### config.mk
export PLATFORM = sky130hd
export DESIGN_NAME = pulse_to_level
export DESIGN_NICKNAME = d
export VERILOG_FILES = /design/src/rtl/util_pkg.sv /design/src/rtl/tick_gen.sv /design/src/rtl/pulse_to_level.sv
export SDC_FILE = /design/constraint.sdc
export NUM_CORES = 1
export LEC_CHECK = 0
export CAP_MARGIN = 15
export CORE_ASPECT_RATIO = 1.5
export CORE_MARGIN = 2
export CORE_UTILIZATION = 50
export DETAILED_ROUTE_END_ITERATION = 12
export MAX_ROUTING_LAYER = met4
export PLACE_DENSITY = 0.77
export SETUP_SLACK_MARGIN = 0.15
export SYNTH_ARGS = -nofsm -noshare
export SYNTH_HDL_FRONTEND = slang
export SYNTH_HIERARCHICAL = 1
export SYNTH_SLANG_ARGS = --single-unit
export TNS_END_PERCENT = 30
### constraint.sdc
create_clock -name clk -period 5.94 [get_ports clk]
set_input_delay 1.188 -clock clk [delete_from_list [all_inputs] [get_ports clk]]
set_output_delay 1.188 -clock clk [all_outputs]
set_load 0.01 [all_outputs]
### src/rtl/util_pkg.sv
// Shared types and helpers for pulse stretching and clock-division blocks.
package util_pkg;

    typedef enum logic [1:0] {IDLE, HOLD, COOLDOWN} stretch_state_t;

    // Clocks per tick, clamped so a misconfigured ratio still yields a working divider.
    function automatic int unsigned calc_div(input int unsigned clkfreq, input int unsigned tickfreq);
        int unsigned d;
        d = clkfreq / tickfreq;
        return (d < 1) ? 1 : d;
    endfunction

endpackage

### src/rtl/tick_gen.sv
// Free-running prescaler: tick is high for the one cycle the count holds DIV-1.
module tick_gen #(
    parameter int unsigned DIV = 10,
    parameter int unsigned W   = $clog2(DIV) + 1
) (
    input  logic clk,
    input  logic reset,
    input  logic clear,
    output logic tick
);

    localparam logic [W-1:0] LAST = W'(DIV - 1);

    logic [W-1:0] cnt;

    always_ff @(posedge clk or posedge reset) begin
        if (reset) begin
            cnt <= '0;
        end else if (clear || cnt == LAST) begin
            cnt <= '0;
        end else begin
            cnt <= cnt + W'(1);
        end
    end

    assign tick = (cnt == LAST);

endmodule

### src/rtl/pulse_to_level.sv
// Stretches an accepted trigger pulse into a level held for a number of prescaled ticks,
// optionally followed by a cooldown during which new triggers are ignored.
module pulse_to_level
    import util_pkg::*;
#(
    parameter int unsigned CLKFREQ     = 100_000_000,
    parameter int unsigned TICKFREQ    = 1000,
    parameter int          CNTBITS     = 16,
    parameter int unsigned HOLD_TICKS  = 500,
    parameter int unsigned GUARD_TICKS = 0
) (
    input  logic               clk,
    input  logic               reset,
    input  logic               trigger,
    input  logic               cancel,
    input  logic               retrigger_en,
    input  logic [CNTBITS-1:0] hold_ticks,
    output logic               level,
    output logic               ready,
    output logic               done,
    output logic [CNTBITS-1:0] remaining
);

    localparam int unsigned        DIV      = calc_div(CLKFREQ, TICKFREQ);
    localparam logic [CNTBITS-1:0] HOLD_LD  = CNTBITS'(HOLD_TICKS);
    localparam logic [CNTBITS-1:0] GUARD_LD = CNTBITS'(GUARD_TICKS);
    localparam logic [CNTBITS-1:0] ONE      = CNTBITS'(1);

    stretch_state_t     state, state_nx;
    logic [CNTBITS-1:0] remaining_nx;
    logic               done_nx;
    logic               accept;
    logic               tick;

    // Clearing the prescaler on acceptance makes the hold cycle-exact from the trigger edge.
    tick_gen #(.DIV(DIV)) u_tick_gen (
        .clk   (clk),
        .reset (reset),
        .clear (accept),
        .tick  (tick)
    );

    always_comb begin
        state_nx     = state;
        remaining_nx = remaining;
        done_nx      = 1'b0;
        accept       = 1'b0;
        case (state)
            IDLE: begin
                if (trigger) accept = 1'b1;
            end
            HOLD: begin
                if (cancel) begin
                    state_nx     = IDLE;
                    remaining_nx = '0;
                end else if (trigger && retrigger_en) begin
                    accept = 1'b1;
                end else if (tick) begin
                    if (remaining == ONE) begin
                        done_nx = 1'b1;
                        if (GUARD_TICKS > 0) begin
                            state_nx     = COOLDOWN;
                            remaining_nx = GUARD_LD;
                        end else begin
                            state_nx     = IDLE;
                            remaining_nx = '0;
                        end
                    end else begin
                        remaining_nx = remaining - ONE;
                    end
                end
            end
            COOLDOWN: begin
                if (tick) begin
                    if (remaining == ONE) begin
                        state_nx     = IDLE;
                        remaining_nx = '0;
                    end else begin
                        remaining_nx = remaining - ONE;
                    end
                end
            end
            default: begin
                state_nx     = IDLE;
                remaining_nx = '0;
            end
        endcase
        if (accept) begin
            state_nx     = HOLD;
            remaining_nx = (hold_ticks == '0) ? HOLD_LD : hold_ticks;
        end
    end

    always_ff @(posedge clk or posedge reset) begin
        if (reset) begin
            state     <= IDLE;
            remaining <= '0;
            done      <= 1'b0;
        end else begin
            state     <= state_nx;
            remaining <= remaining_nx;
            done      <= done_nx;
        end
    end

    assign level = (state == HOLD);
    assign ready = (state == IDLE);

endmodule

==> reports/qor.txt <==
Vias per Instance: 6.17
RSZ-0062 raised after global routing: false
Row count: 29
H-Tree Depth: 2
Final Hold Violating Endpoints: 0
Power Density: 386 mW/mm^2
Pleak: 0.00107 uW
Buf+Inv Stages, Crit Path: 0
Crit Path Class: reg -> reg
Fin. max-slew vios: 0
Min-Delay Path Class: reg -> reg
Layout Skew: 0.0146 ns
Synth cell types: 46
Total gr overflow: 0
CP Launch Type: register
Critical Path Stages: 8
CTS tree: built
Crit-path cells: or4_1, or3_4, nor3_1, or4bb_1, nor4_2, nor2_1, o21ai_2, o221ai_1
GRT Util Overall: 0.244
Achievable frequency: 286 MHz
IO buf count: 39
Final setup TNS: 0 ns
Area of the multi-input gates: 0.00121 sq mm
Final setup margin: 2.44 ns
CTS Hold Bufs: 0
CTS max path bufs: 2
Reg-to-reg endpoint: remaining[3]$_DFFE_PP0P_
CP Data Required Time: 6.11 ns
I/O pin total: 40
Post_cts resized: 0
# nets final: 314
Reg clk slew, reported paths: 0.08 ns
Core footprint: 0.00425 sq mm
Post-DRT Antenna Nets: 0
Crit-path max FO: 11
Final Cycle Share: 0.589
Clock Root Buffer: clkbuf_8
Most common cell after layout, fill and taps aside: clkdlybuf4s50_1
Detail Placement HPWL: 4180 um
Tightest Pin Transition: 0.768 ns
R2r worst-path depth: 8
Clk_lat worst skew: 0.29 ns
Fillers: 350
Inserted Diodes: 0
Setup violations, final: 0
Starting DRC count in detailed routing: 109
Layout cells sized above 1: 0.0625
Vias in the first global route: 1,966
Mapped Avg Cell Area: 8.95 sq um
Die Width: 58.4 um
Synth Register Bits: 37
Placed Area: 0.00263 sq mm
Relative slew slack: 0.487
Post-synthesis sequential area ratio: 0.417
Maximum VDD drop: 306 uV
Commonest non-fill, non-tap cells in the layout: clkdlybuf4s50_1, dfrtp_1, nor2_1
Largest net degree at the start of global routing: 22
Wire per inst: 16.6 um
Synth Cell Area: 0.00222 sq mm
Worst Setup EP: remaining[3]$_DFFE_PP0P_
Synth Net Count: 275
FF-to-FF setup slack: 2.44 ns
Initial core utilization: 0.523
CP startpoint: u_tick_gen/cnt[6]$_DFF_PP0_
First-pass GRT wire length: 9070 um
Die ar.: 0.00500 sq mm
CP max-delay cell: nor3_1
Initial antenna violation count: 0
Kind of cell adding the most delay to the critical path: simple AND/OR/NAND/NOR gates
GPL Wtd Cong: 0.878
Layout overhead on the synthesized area: 22.2%
DR vias: 2,060
Worst hold slack: 0.536 ns
Remaining DRCs: 0
Critical Path AT: 3.67 ns
Max-cap violations: 0
Post-route cell area: 0.00271 sq mm
Post-synth EDFFs: 0
FFs w/ async S/R, synth: 1.00
CP Capture Type: register
Top FF cell, synth: dfrtp_1
Mapped Cells: 248
Ys Warns: 6
Final WL: 5540 um
Chip height: 85.6 um
R2r startpoint: u_tick_gen/cnt[6]$_DFF_PP0_
Storage cell area: 926 sq um
# Post-CTS Setup Buffers: 0
Run status: finished, final reports clean
Slowest Stage Delay on Critical Path: 0.58 ns
Post-place setup slack: 2.34 ns
DRT Pass-1 Iters: 4
Clock Sink Count: 37
Tmin final: 3.50 ns
Number of buffers created by CTS: 5
[area by class of cell]
| cell class | instances | area share |
|---|---|---|
| repair buffers | 39 | 0.144 |
| inverters | 11 | 0.0152 |
| clock inverters | 2 | 0.00369 |
| well taps | 46 | 0.0212 |
| clock buffers | 6 | 0.0268 |
| multi-input cells | 193 | 0.448 |
| flip-flops and latches | 37 | 0.341 |
[sequential cells by signal, indices dropped and copies added (netlist names)]
signal	count
done	1
remaining	16
state	2
u_tick_gen/cnt	18
[metal layers]
layer  track usage  share of wire
met5             -              0
met4         0.135          0.038
met3        0.0528          0.055
met2         0.419           0.52
met1         0.252           0.38
[kinds of logic (layout without fill, tap and decap cells)]
family | count (synthesis) | count (layout) | synth area share
simple gates | 131 | 131 | 0.322
flops | 37 | 37 | 0.417
compound gates | 35 | 35 | 0.108
xor+xnor | 21 | 21 | 0.0829
buf+inv | 18 | 58 | 0.0355
fa+ha+maj | 6 | 6 | 0.0338
[cells in the mapped netlist, types with 3 or more instances]
| cell | instances | area, sq um |
|---|---|---|
| or3_1 | 3 | 18.8 |
| a211oi_1 | 3 | 22.5 |
| nor4_1 | 13 | 81.3 |
| nor2_1 | 33 | 124 |
| or4_1 | 3 | 22.5 |
| a31oi_1 | 3 | 18.8 |
| dfrtp_1 | 37 | 926 |
| xor2_1 | 5 | 43.8 |
| nor3b_1 | 3 | 22.5 |
| nand3_1 | 10 | 50.1 |
| nor3_1 | 12 | 60.1 |
| o21ai_0 | 6 | 30.0 |
| clkbuf_1 | 5 | 18.8 |
| inv_1 | 11 | 41.3 |
| nand2_1 | 22 | 82.6 |
| o211ai_1 | 5 | 37.5 |
| o21ai_1 | 6 | 30.0 |
| and4_1 | 3 | 26.3 |
| ha_1 | 6 | 75.1 |
| a21oi_1 | 3 | 15.0 |
| xnor2_1 | 16 | 140 |
| and3_1 | 4 | 25.0 |
| nand4_1 | 9 | 56.3 |
[report_power, final]
part	total [uW]	switching [uW]	internal, uW
sequential	412	97.5	314
combinational	468	248	220
clock	166	85.2	81.2
[worst min path at each step]
stage,startpoint,to,cells after the start
final,u_tick_gen/cnt[0]$_DFF_PP0_,u_tick_gen/cnt[0]$_DFF_PP0_,1
after global placement,u_tick_gen/cnt[0]$_DFF_PP0_,u_tick_gen/cnt[0]$_DFF_PP0_,1
after floorplan,u_tick_gen/cnt[0]$_DFF_PP0_,u_tick_gen/cnt[0]$_DFF_PP0_,1
after CTS,u_tick_gen/cnt[0]$_DFF_PP0_,u_tick_gen/cnt[0]$_DFF_PP0_,1
after global routing,u_tick_gen/cnt[0]$_DFF_PP0_,u_tick_gen/cnt[0]$_DFF_PP0_,1
after detailed placement,u_tick_gen/cnt[0]$_DFF_PP0_,u_tick_gen/cnt[0]$_DFF_PP0_,1
[worst reg2reg max path: cells and delay by family, from the launching register on]
family	cells	cell delay, ns
simple gates	6	2.59
compound gates	2	0.37
flops	1	0.42
[metrics by stage]
| stage | utilization | instances | power [uW] |
|---|---|---|---|
| after floorplan | - | 248 | 681 |
| after global placement | 0.619 | 326 | 870 |
| after detailed placement | 0.619 | 326 | 876 |
| after CTS | 0.639 | 334 | 1050 |
| after global routing | 0.639 | 334 | 1120 |
| final | 0.639 | 334 | 1050 |
(Power assumes the default switching activity.)
